File: src/rtl/alu_pkg.sv
// Shared definitions for the ALU issue controller: datapath width, ALU
// function-select codes, ALUOp encodings, FSM state encoding and the signed
// overflow helper used by SLT and the branch compares.
package alu_pkg;

  localparam int XLEN = 64;

  // ALU function select codes driven on alu_sel
  localparam logic [2:0] ALU_SEL_ADD = 3'b000;
  localparam logic [2:0] ALU_SEL_AND = 3'b010;
  localparam logic [2:0] ALU_SEL_OR  = 3'b011;
  localparam logic [2:0] ALU_SEL_XOR = 3'b100;
  localparam logic [2:0] ALU_SEL_SRA = 3'b101;
  localparam logic [2:0] ALU_SEL_SLL = 3'b110;
  localparam logic [2:0] ALU_SEL_SRL = 3'b111;

  // ALUOp encodings coming from the main decoder
  localparam logic [1:0] ALUOP_ADD    = 2'b00;
  localparam logic [1:0] ALUOP_BRANCH = 2'b01;
  localparam logic [1:0] ALUOP_RTYPE  = 2'b10;
  localparam logic [1:0] ALUOP_ITYPE  = 2'b11;

  typedef enum logic [1:0] {
    ST_IDLE  = 2'b00,
    ST_ISSUE = 2'b01,
    ST_RESP  = 2'b10
  } state_e;

  // Two's-complement overflow of A-B: operands differ in sign and the
  // difference's sign differs from A.
  function automatic logic signed_ovf(input logic a_msb, input logic b_msb,
                                      input logic sum_msb);
    return (a_msb ^ b_msb) & (a_msb ^ sum_msb);
  endfunction

endpackage

File: src/rtl/alu_issue_ctrl_if.sv
// Decode-side op handshake and writeback-side result handshake of the ALU
// issue controller. master = producer/consumer environment, slave = controller.
interface alu_issue_if;
  import alu_pkg::*;

  logic            in_valid;
  logic            in_ready;
  logic [XLEN-1:0] in_rs1;
  logic [XLEN-1:0] in_rs2;
  logic [XLEN-1:0] in_imm;
  logic            in_use_imm;
  logic [1:0]      in_aluop;
  logic [2:0]      in_funct3;
  logic            in_funct7_5;

  logic            out_valid;
  logic            out_ready;
  logic [XLEN-1:0] out_result;
  logic            out_branch_taken;

  modport master (
    output in_valid, in_rs1, in_rs2, in_imm, in_use_imm, in_aluop,
           in_funct3, in_funct7_5, out_ready,
    input  in_ready, out_valid, out_result, out_branch_taken
  );

  modport slave (
    input  in_valid, in_rs1, in_rs2, in_imm, in_use_imm, in_aluop,
           in_funct3, in_funct7_5, out_ready,
    output in_ready, out_valid, out_result, out_branch_taken
  );

endinterface

File: src/rtl/alu_op_decode.sv
// Combinational ALU control decode: ALUOp/funct3/funct7[5] to ALU select,
// subtract enable and the flags telling the controller how to form the result.
module alu_op_decode
  import alu_pkg::*;
(
  input  logic [1:0] aluop,
  input  logic [2:0] funct3,
  input  logic       funct7_5,
  output logic [2:0] sel,
  output logic       sub,
  output logic       is_slt,
  output logic       is_sltu,
  output logic       is_branch
);

  // Map the decoded op onto ALU controls; SLT/SLTU/branches all subtract
  always_comb begin
    sel       = ALU_SEL_ADD;
    sub       = 1'b0;
    is_slt    = 1'b0;
    is_sltu   = 1'b0;
    is_branch = 1'b0;
    case (aluop)
      ALUOP_ADD: begin
        sel = ALU_SEL_ADD;
        sub = 1'b0;
      end
      ALUOP_BRANCH: begin
        sel       = ALU_SEL_ADD;
        sub       = 1'b1;
        is_branch = 1'b1;
      end
      ALUOP_RTYPE, ALUOP_ITYPE: begin
        case (funct3)
          3'b000: sub = funct7_5 & (aluop == ALUOP_RTYPE); // ADDI never subtracts
          3'b001: sel = ALU_SEL_SLL;
          3'b010: begin
            sub    = 1'b1;
            is_slt = 1'b1;
          end
          3'b011: begin
            sub     = 1'b1;
            is_sltu = 1'b1;
          end
          3'b100: sel = ALU_SEL_XOR;
          3'b101: sel = funct7_5 ? ALU_SEL_SRA : ALU_SEL_SRL;
          3'b110: sel = ALU_SEL_OR;
          3'b111: sel = ALU_SEL_AND;
          default: sel = ALU_SEL_ADD;
        endcase
      end
      default: sel = ALU_SEL_ADD;
    endcase
  end

endmodule

File: src/rtl/alu_issue_ctrl.sv
// ALU issue controller: accepts one decoded op, drives the external ALU for a
// single cycle, forms SLT/SLTU (and branch outcome) from the subtract flags
// and holds the result on a valid/ready output.
// Optional feature: define ALU_BRANCH_EN to compute out_branch_taken.
module alu_issue_ctrl
  import alu_pkg::*;
(
  input  logic              clk,
  input  logic              rst_n,
  alu_issue_if.slave        bus,
  output logic [XLEN-1:0]   alu_a,
  output logic [XLEN-1:0]   alu_b,
  output logic [2:0]        alu_sel,
  output logic              alu_sub,
  input  logic [XLEN-1:0]   alu_result,
  input  logic              alu_carry,
  input  logic              alu_sign
);

  state_e          state_q, state_d;
  logic [XLEN-1:0] alu_a_q, alu_a_d;
  logic [XLEN-1:0] alu_b_q, alu_b_d;
  logic [2:0]      alu_sel_q, alu_sel_d;
  logic            alu_sub_q, alu_sub_d;
  logic            is_slt_q, is_slt_d;
  logic            is_sltu_q, is_sltu_d;
  logic            is_branch_q, is_branch_d;
  logic [XLEN-1:0] out_result_q, out_result_d;
  logic            out_valid_q, out_valid_d;

  logic [2:0]      dec_sel_s;
  logic            dec_sub_s;
  logic            dec_slt_s;
  logic            dec_sltu_s;
  logic            dec_branch_s;
  logic            accept_s;
  logic            ovf_s;
  logic            lt_s;
  logic [XLEN-1:0] result_s;

  alu_op_decode u_decode (
    .aluop     (bus.in_aluop),
    .funct3    (bus.in_funct3),
    .funct7_5  (bus.in_funct7_5),
    .sel       (dec_sel_s),
    .sub       (dec_sub_s),
    .is_slt    (dec_slt_s),
    .is_sltu   (dec_sltu_s),
    .is_branch (dec_branch_s)
  );

  assign accept_s     = (state_q == ST_IDLE) & bus.in_valid;
  assign bus.in_ready = (state_q == ST_IDLE) & rst_n;

  // Result selection from the ALU output and subtract flags
  always_comb begin
    ovf_s = signed_ovf(alu_a_q[XLEN-1], alu_b_q[XLEN-1], alu_sign);
    lt_s  = alu_sign ^ ovf_s;
    if (is_branch_q) begin
      result_s = alu_result;
    end else if (is_slt_q) begin
      result_s = {{(XLEN-1){1'b0}}, lt_s};
    end else if (is_sltu_q) begin
      result_s = {{(XLEN-1){1'b0}}, ~alu_carry};  // carry=1 means A>=B unsigned
    end else begin
      result_s = alu_result;
    end
  end

  // FSM next-state plus operand/result register loads
  always_comb begin
    state_d      = state_q;
    alu_a_d      = alu_a_q;
    alu_b_d      = alu_b_q;
    alu_sel_d    = alu_sel_q;
    alu_sub_d    = alu_sub_q;
    is_slt_d     = is_slt_q;
    is_sltu_d    = is_sltu_q;
    is_branch_d  = is_branch_q;
    out_result_d = out_result_q;
    out_valid_d  = out_valid_q;
    case (state_q)
      ST_IDLE: begin
        if (accept_s) begin
          state_d     = ST_ISSUE;
          alu_a_d     = bus.in_rs1;
          alu_b_d     = bus.in_use_imm ? bus.in_imm : bus.in_rs2;
          alu_sel_d   = dec_sel_s;
          alu_sub_d   = dec_sub_s;
          is_slt_d    = dec_slt_s;
          is_sltu_d   = dec_sltu_s;
          is_branch_d = dec_branch_s;
        end else begin
          state_d = ST_IDLE;
        end
      end
      ST_ISSUE: begin
        state_d      = ST_RESP;
        out_result_d = result_s;
        out_valid_d  = 1'b1;
      end
      ST_RESP: begin
        if (bus.out_ready) begin
          state_d     = ST_IDLE;
          out_valid_d = 1'b0;
        end else begin
          state_d = ST_RESP;
        end
      end
      default: begin
        state_d     = ST_IDLE;
        out_valid_d = 1'b0;
      end
    endcase
  end

  // State, operand and result registers
  always_ff @(posedge clk or negedge rst_n) begin
    if (!rst_n) begin
      state_q      <= ST_IDLE;
      alu_a_q      <= {XLEN{1'b0}};
      alu_b_q      <= {XLEN{1'b0}};
      alu_sel_q    <= ALU_SEL_ADD;
      alu_sub_q    <= 1'b0;
      is_slt_q     <= 1'b0;
      is_sltu_q    <= 1'b0;
      is_branch_q  <= 1'b0;
      out_result_q <= {XLEN{1'b0}};
      out_valid_q  <= 1'b0;
    end else begin
      state_q      <= state_d;
      alu_a_q      <= alu_a_d;
      alu_b_q      <= alu_b_d;
      alu_sel_q    <= alu_sel_d;
      alu_sub_q    <= alu_sub_d;
      is_slt_q     <= is_slt_d;
      is_sltu_q    <= is_sltu_d;
      is_branch_q  <= is_branch_d;
      out_result_q <= out_result_d;
      out_valid_q  <= out_valid_d;
    end
  end

  assign alu_a          = alu_a_q;
  assign alu_b          = alu_b_q;
  assign alu_sel        = alu_sel_q;
  assign alu_sub        = alu_sub_q;
  assign bus.out_result = out_result_q;
  assign bus.out_valid  = out_valid_q;

`ifdef ALU_BRANCH_EN
  logic [2:0] funct3_q, funct3_d;
  logic       taken_q, taken_d;
  logic       eq_s;

  assign eq_s = (alu_result == {XLEN{1'b0}});

  // Branch condition from funct3, captured alongside the result
  always_comb begin
    funct3_d = funct3_q;
    taken_d  = taken_q;
    if (accept_s) begin
      funct3_d = bus.in_funct3;
    end else begin
      funct3_d = funct3_q;
    end
    if ((state_q == ST_ISSUE) && is_branch_q) begin
      case (funct3_q)
        3'b000:  taken_d = eq_s;
        3'b001:  taken_d = ~eq_s;
        3'b100:  taken_d = lt_s;
        3'b101:  taken_d = ~lt_s;
        3'b110:  taken_d = ~alu_carry;
        3'b111:  taken_d = alu_carry;
        default: taken_d = 1'b0;
      endcase
    end else if (state_q == ST_ISSUE) begin
      taken_d = 1'b0;
    end else begin
      taken_d = taken_q;
    end
  end

  // Branch funct3 and outcome registers
  always_ff @(posedge clk or negedge rst_n) begin
    if (!rst_n) begin
      funct3_q <= 3'b000;
      taken_q  <= 1'b0;
    end else begin
      funct3_q <= funct3_d;
      taken_q  <= taken_d;
    end
  end

  assign bus.out_branch_taken = taken_q;
`else
  assign bus.out_branch_taken = 1'b0;
`endif

endmodule

File: src/flat_wrapper.sv
// flat-port wrapper written by rule: the top's interface ports become plain ports
module alu_issue_ctrl_flat import alu_pkg::*;
  (clk, rst_n, alu_a, alu_b, alu_sel, alu_sub, alu_result, alu_carry, alu_sign, bus_in_valid, bus_in_rs1, bus_in_rs2, bus_in_imm, bus_in_use_imm, bus_in_aluop, bus_in_funct3, bus_in_funct7_5, bus_out_ready, bus_in_ready, bus_out_valid, bus_out_result, bus_out_branch_taken);
  alu_issue_if bus_i ();
  input  logic clk;
  input  logic rst_n;
  output logic [XLEN-1:0] alu_a;
  output logic [XLEN-1:0] alu_b;
  output logic [2:0] alu_sel;
  output logic alu_sub;
  input  logic [XLEN-1:0] alu_result;
  input  logic alu_carry;
  input  logic alu_sign;
  input wire logic [$bits(bus_i.in_valid)-1:0] bus_in_valid;
  input wire logic [$bits(bus_i.in_rs1)-1:0] bus_in_rs1;
  input wire logic [$bits(bus_i.in_rs2)-1:0] bus_in_rs2;
  input wire logic [$bits(bus_i.in_imm)-1:0] bus_in_imm;
  input wire logic [$bits(bus_i.in_use_imm)-1:0] bus_in_use_imm;
  input wire logic [$bits(bus_i.in_aluop)-1:0] bus_in_aluop;
  input wire logic [$bits(bus_i.in_funct3)-1:0] bus_in_funct3;
  input wire logic [$bits(bus_i.in_funct7_5)-1:0] bus_in_funct7_5;
  input wire logic [$bits(bus_i.out_ready)-1:0] bus_out_ready;
  output wire logic [$bits(bus_i.in_ready)-1:0] bus_in_ready;
  output wire logic [$bits(bus_i.out_valid)-1:0] bus_out_valid;
  output wire logic [$bits(bus_i.out_result)-1:0] bus_out_result;
  output wire logic [$bits(bus_i.out_branch_taken)-1:0] bus_out_branch_taken;
  assign bus_i.in_valid = bus_in_valid;
  assign bus_i.in_rs1 = bus_in_rs1;
  assign bus_i.in_rs2 = bus_in_rs2;
  assign bus_i.in_imm = bus_in_imm;
  assign bus_i.in_use_imm = bus_in_use_imm;
  assign bus_i.in_aluop = bus_in_aluop;
  assign bus_i.in_funct3 = bus_in_funct3;
  assign bus_i.in_funct7_5 = bus_in_funct7_5;
  assign bus_i.out_ready = bus_out_ready;
  assign bus_in_ready = bus_i.in_ready;
  assign bus_out_valid = bus_i.out_valid;
  assign bus_out_result = bus_i.out_result;
  assign bus_out_branch_taken = bus_i.out_branch_taken;
  alu_issue_ctrl u_core (.clk(clk), .rst_n(rst_n), .bus(bus_i), .alu_a(alu_a), .alu_b(alu_b), .alu_sel(alu_sel), .alu_sub(alu_sub), .alu_result(alu_result), .alu_carry(alu_carry), .alu_sign(alu_sign));
endmodule
File: config.mk
export PLATFORM = sky130hd
export DESIGN_NAME = alu_issue_ctrl_flat
export DESIGN_NICKNAME = d
export VERILOG_FILES = /design/src/rtl/alu_pkg.sv /design/src/rtl/alu_issue_ctrl_if.sv /design/src/rtl/alu_op_decode.sv /design/src/rtl/alu_issue_ctrl.sv /design/src/flat_wrapper.sv
export SDC_FILE = /design/constraint.sdc
export NUM_CORES = 1
export LEC_CHECK = 0
export ABC_AREA = 1
export CORE_AREA = 2 2 181 183
export CTS_CLUSTER_SIZE = 24
export DETAILED_ROUTE_END_ITERATION = 16
export DIE_AREA = 0 0 183 185
export HOLD_SLACK_MARGIN = 0.1
export PLACE_DENSITY = 0.68
export RECOVER_POWER = 100
export SLEW_MARGIN = 20
export SYNTH_ARGS = -nofsm -noshare
export SYNTH_HDL_FRONTEND = slang
export SYNTH_SLANG_ARGS = --single-unit
File: constraint.sdc
create_clock -name clk -period 1.7 [get_ports clk]
set_clock_uncertainty 0.05 [all_clocks]
set_input_delay 0.17 -clock clk [delete_from_list [all_inputs] [get_ports clk]]
set_output_delay 0.17 -clock clk [all_outputs]
set_load 0.02 [all_outputs]
==> flow_summary.ini <==
[status]
status = completed

[synth]
synth-seq-cells = 202
synthesis.area_um2 = 8620
synth_fp_nets = 1303
synth_top_area_frac = 0.587
synth.distinct_cells = 23
ys.warnings.count = 0
seq_area_frac_synth = 0.587
avgSynthCellArea_um2 = 8.33
syn_inst = 1034
ys_top_cells_by_area = dfrtp_1 (59%), nand2_1 (20%), o21ai_0 (4.7%)
yosys.area.top_type = dfrtp_1

[sta]
fmax_ghz = 0.626
timing.final.max_slew_violations = 0
finalCritPeriodShare = 0.940
rsz0062_at_grt = no
max_slew_margin = 0.252
max_slew.worst_pin.slew_ns = 1.12
fin_ws_ns = 0.101
whs_ns = 0.140
finalSetupViolations = 0
tns_ns = 0
hold_violations = 0
period_needed_ns = 1.60

[routing]
first_pass_iters = 4
drc = 0
avgRoutedWirePerCell_um = 15.5
drt_iter0_markers = 299
drt-total-wl_mm = 29.8
via_count = 8357
ant_nets = 0
vias_per_cell = 4.36

[placed_design]
gp_congestion = 0.803
dp_hpwl_mm = 22.5
post_dp_cell_area_um2 = 13800
dp_worst_setup_slack_ns = 0.0816
io_buffers = 466

[floorplanning]
initial_core_util = 0.269
die_h_um = 185
fp-row-count = 66
die_w_um = 183
core_area_um2 = 32000
pin_count = 468
die-area_um2 = 33900

[clock_network]
cts_tree = built
h-tree-depth = 1
root_buffer = clkbuf_16
post_cts_buffers = 0
cts_made_buffers = 24
clock-sinks = 202
clk_pin_slew_ns = 0.06
cts_buffer_depth = 3
clock_latency_ns = 0.51

[power_and_ir_drop]
leakage_nw = 7.30
peakVddDrop_v = 0.000577
totalPowerFinal_w = 0.0241
powerDensity_nw_per_um2 = 1700
combPwrFrac = 0.453
seqPwrFrac = 0.344
p_switching_w = 0.00999
swShare = 0.414
clkPwrFrac = 0.203
p_int_w = 0.0142

[layout]
finalNetCount = 1760
layout_commonest_cell = nand2_1
syn_to_final_growth_pct = 64.5
finalInstanceArea_um2 = 14200
layout-drive-gt1-share = 0.0412
final_cell_mix = nand2_1 (468), clkdlybuf4s50_1 (266), dfrtp_1 (201), dlygate4sd2_1 (192), o21ai_0 (114)

[critical_path]
path_delay_family = flip-flops
crit_chain = inv_1, nand2_2, nor2_1, buf_2
endpoint_kind = output port
worstPathArrival_ns = 1.38
cpPeakStageDelay_ns = 0.41
critPathRequiredTime_ns = 1.48
cp_max_fo = 4
cp-start-kind = register
critical_path_class = register to output port
critPathSlowestCell = dfrtp_2
rr_worst_depth = 5
cp_num_buf_inv = 2
crit_cells = 4

[worst_hold_path]
hold_path.class = input port to register
min_path_cells = 3

[grt]
grt_max_degree = 123
first_global_vias = 8404
track_usage = 0.172
antenna_found_initial = 2
grt_pass1_wl_mm = 45.9
overflow = 0

[job]
maxCapViolations = 0
[Yosys cell counts]
library cell / n
nand2_1: 468
dfrtp_1: 202
o21ai_0: 81
inv_1: 76
nand3_1: 69
o21ai_1: 55
clkbuf_1: 24
buf_2: 20
buf_6: 13
buf_4: 5
a21oi_1: 3
inv_2: 3
nor2_1: 3
nor2_4: 2
nor3_1: 2
clkbuf_2: 1
conb_1: 1
inv_4: 1
nand2_2: 1
nand3b_1: 1
nand4_1: 1
o211ai_1: 1
o21ai_2: 1
[power groups by stage]
stage          sequential (W)  clock, W  combinational [W]
6_report              0.00830   0.00490             0.0109
5_1_grt               0.00861   0.00528             0.0120
4_1_cts               0.00832   0.00506             0.0114
3_5_place_dp          0.00844         0             0.0129
3_3_place_gp          0.00841         0             0.0128
2_1_floorplan          0.0111         0            0.00349
[metrics by stage]
step | instances | util
6_report | 1916 | 0.442
5_1_grt | 1914 | 0.442
4_1_cts | 1914 | 0.446
3_5_place_dp | 1872 | 0.430
3_3_place_gp | 1872 | 0.430
2_1_floorplan | 1034 | -
[layout make-up]
class	count	area, um^2
tap	408	510
sequential	202	5060
inverter	80	305
clock inverter	3	43.8
clock buffer	38	704
antenna	2	5.00
timing repair buffer	494	4670
fill	3152	17900
multi-input combinational	689	2880
[cell families (layout without fill, tap and decap cells)]
| kind of cell | after synthesis | after routing | synth area share |
|---|---|---|---|
| flip-flops | 202 | 202 | 0.587 |
| AND/OR/NAND/NOR | 547 | 547 | 0.251 |
| AO/OA/AOI/OAI | 141 | 141 | 0.0826 |
| other | 1 | 3 | 0.000435 |
| buffers and inverters | 143 | 615 | 0.0791 |
[path summary, 6_finish.rpt]
path | from | to | slack, ns
worst max-delay path | u_core.state_q[1] | bus_in_ready | 0.10
worst min-delay path | bus_in_use_imm | u_core.alu_b[52] | 0.14
worst max register to register | u_core.state_q[1] | u_core.bus.out_result[17] | 0.19
worst min register to register | u_core.alu_a[32] | u_core.alu_a[32] | 0.41
max in group asynchronous | rst_n | u_core.bus.out_result[34] | 0.30
min in group asynchronous | rst_n | u_core.alu_sel[1] | 0.25
[flip-flops by register name, summed over array words and instances, names as in the netlist]
name and cells:
u_core.alu_b 64, u_core.bus.out_valid 1, u_core.alu_sel 3, u_core.is_branch_q 1, u_core.alu_a 64, u_core.bus.out_result 64, u_core.is_slt_q 1, u_core.is_sltu_q 1
u_core.state_q 2, u_core.alu_sub 1
[routing by layer]
layer  wire [um]  share of wire  vias to the layer above  track usage
met3        2910          0.098                       45       0.0566
met5          13        0.00044                        -            0
met4         668          0.022                        2       0.0486
li1            -              -                     4138            -
met2       14300           0.48                      357        0.304
met1       11800           0.40                     3815        0.198
[worst min-delay path: stages]
cell     delay (ns)
buf_4          0.21
o21ai_0        0.18
o21ai_0        0.08
[repair_timing]
action                                  CTS  global route
resized for setup                       196             6
hold endpoints to repair                202             0
hold buffers                              1             0
endpoints found under the setup margin  193             6
(Power assumes the default switching activity.)
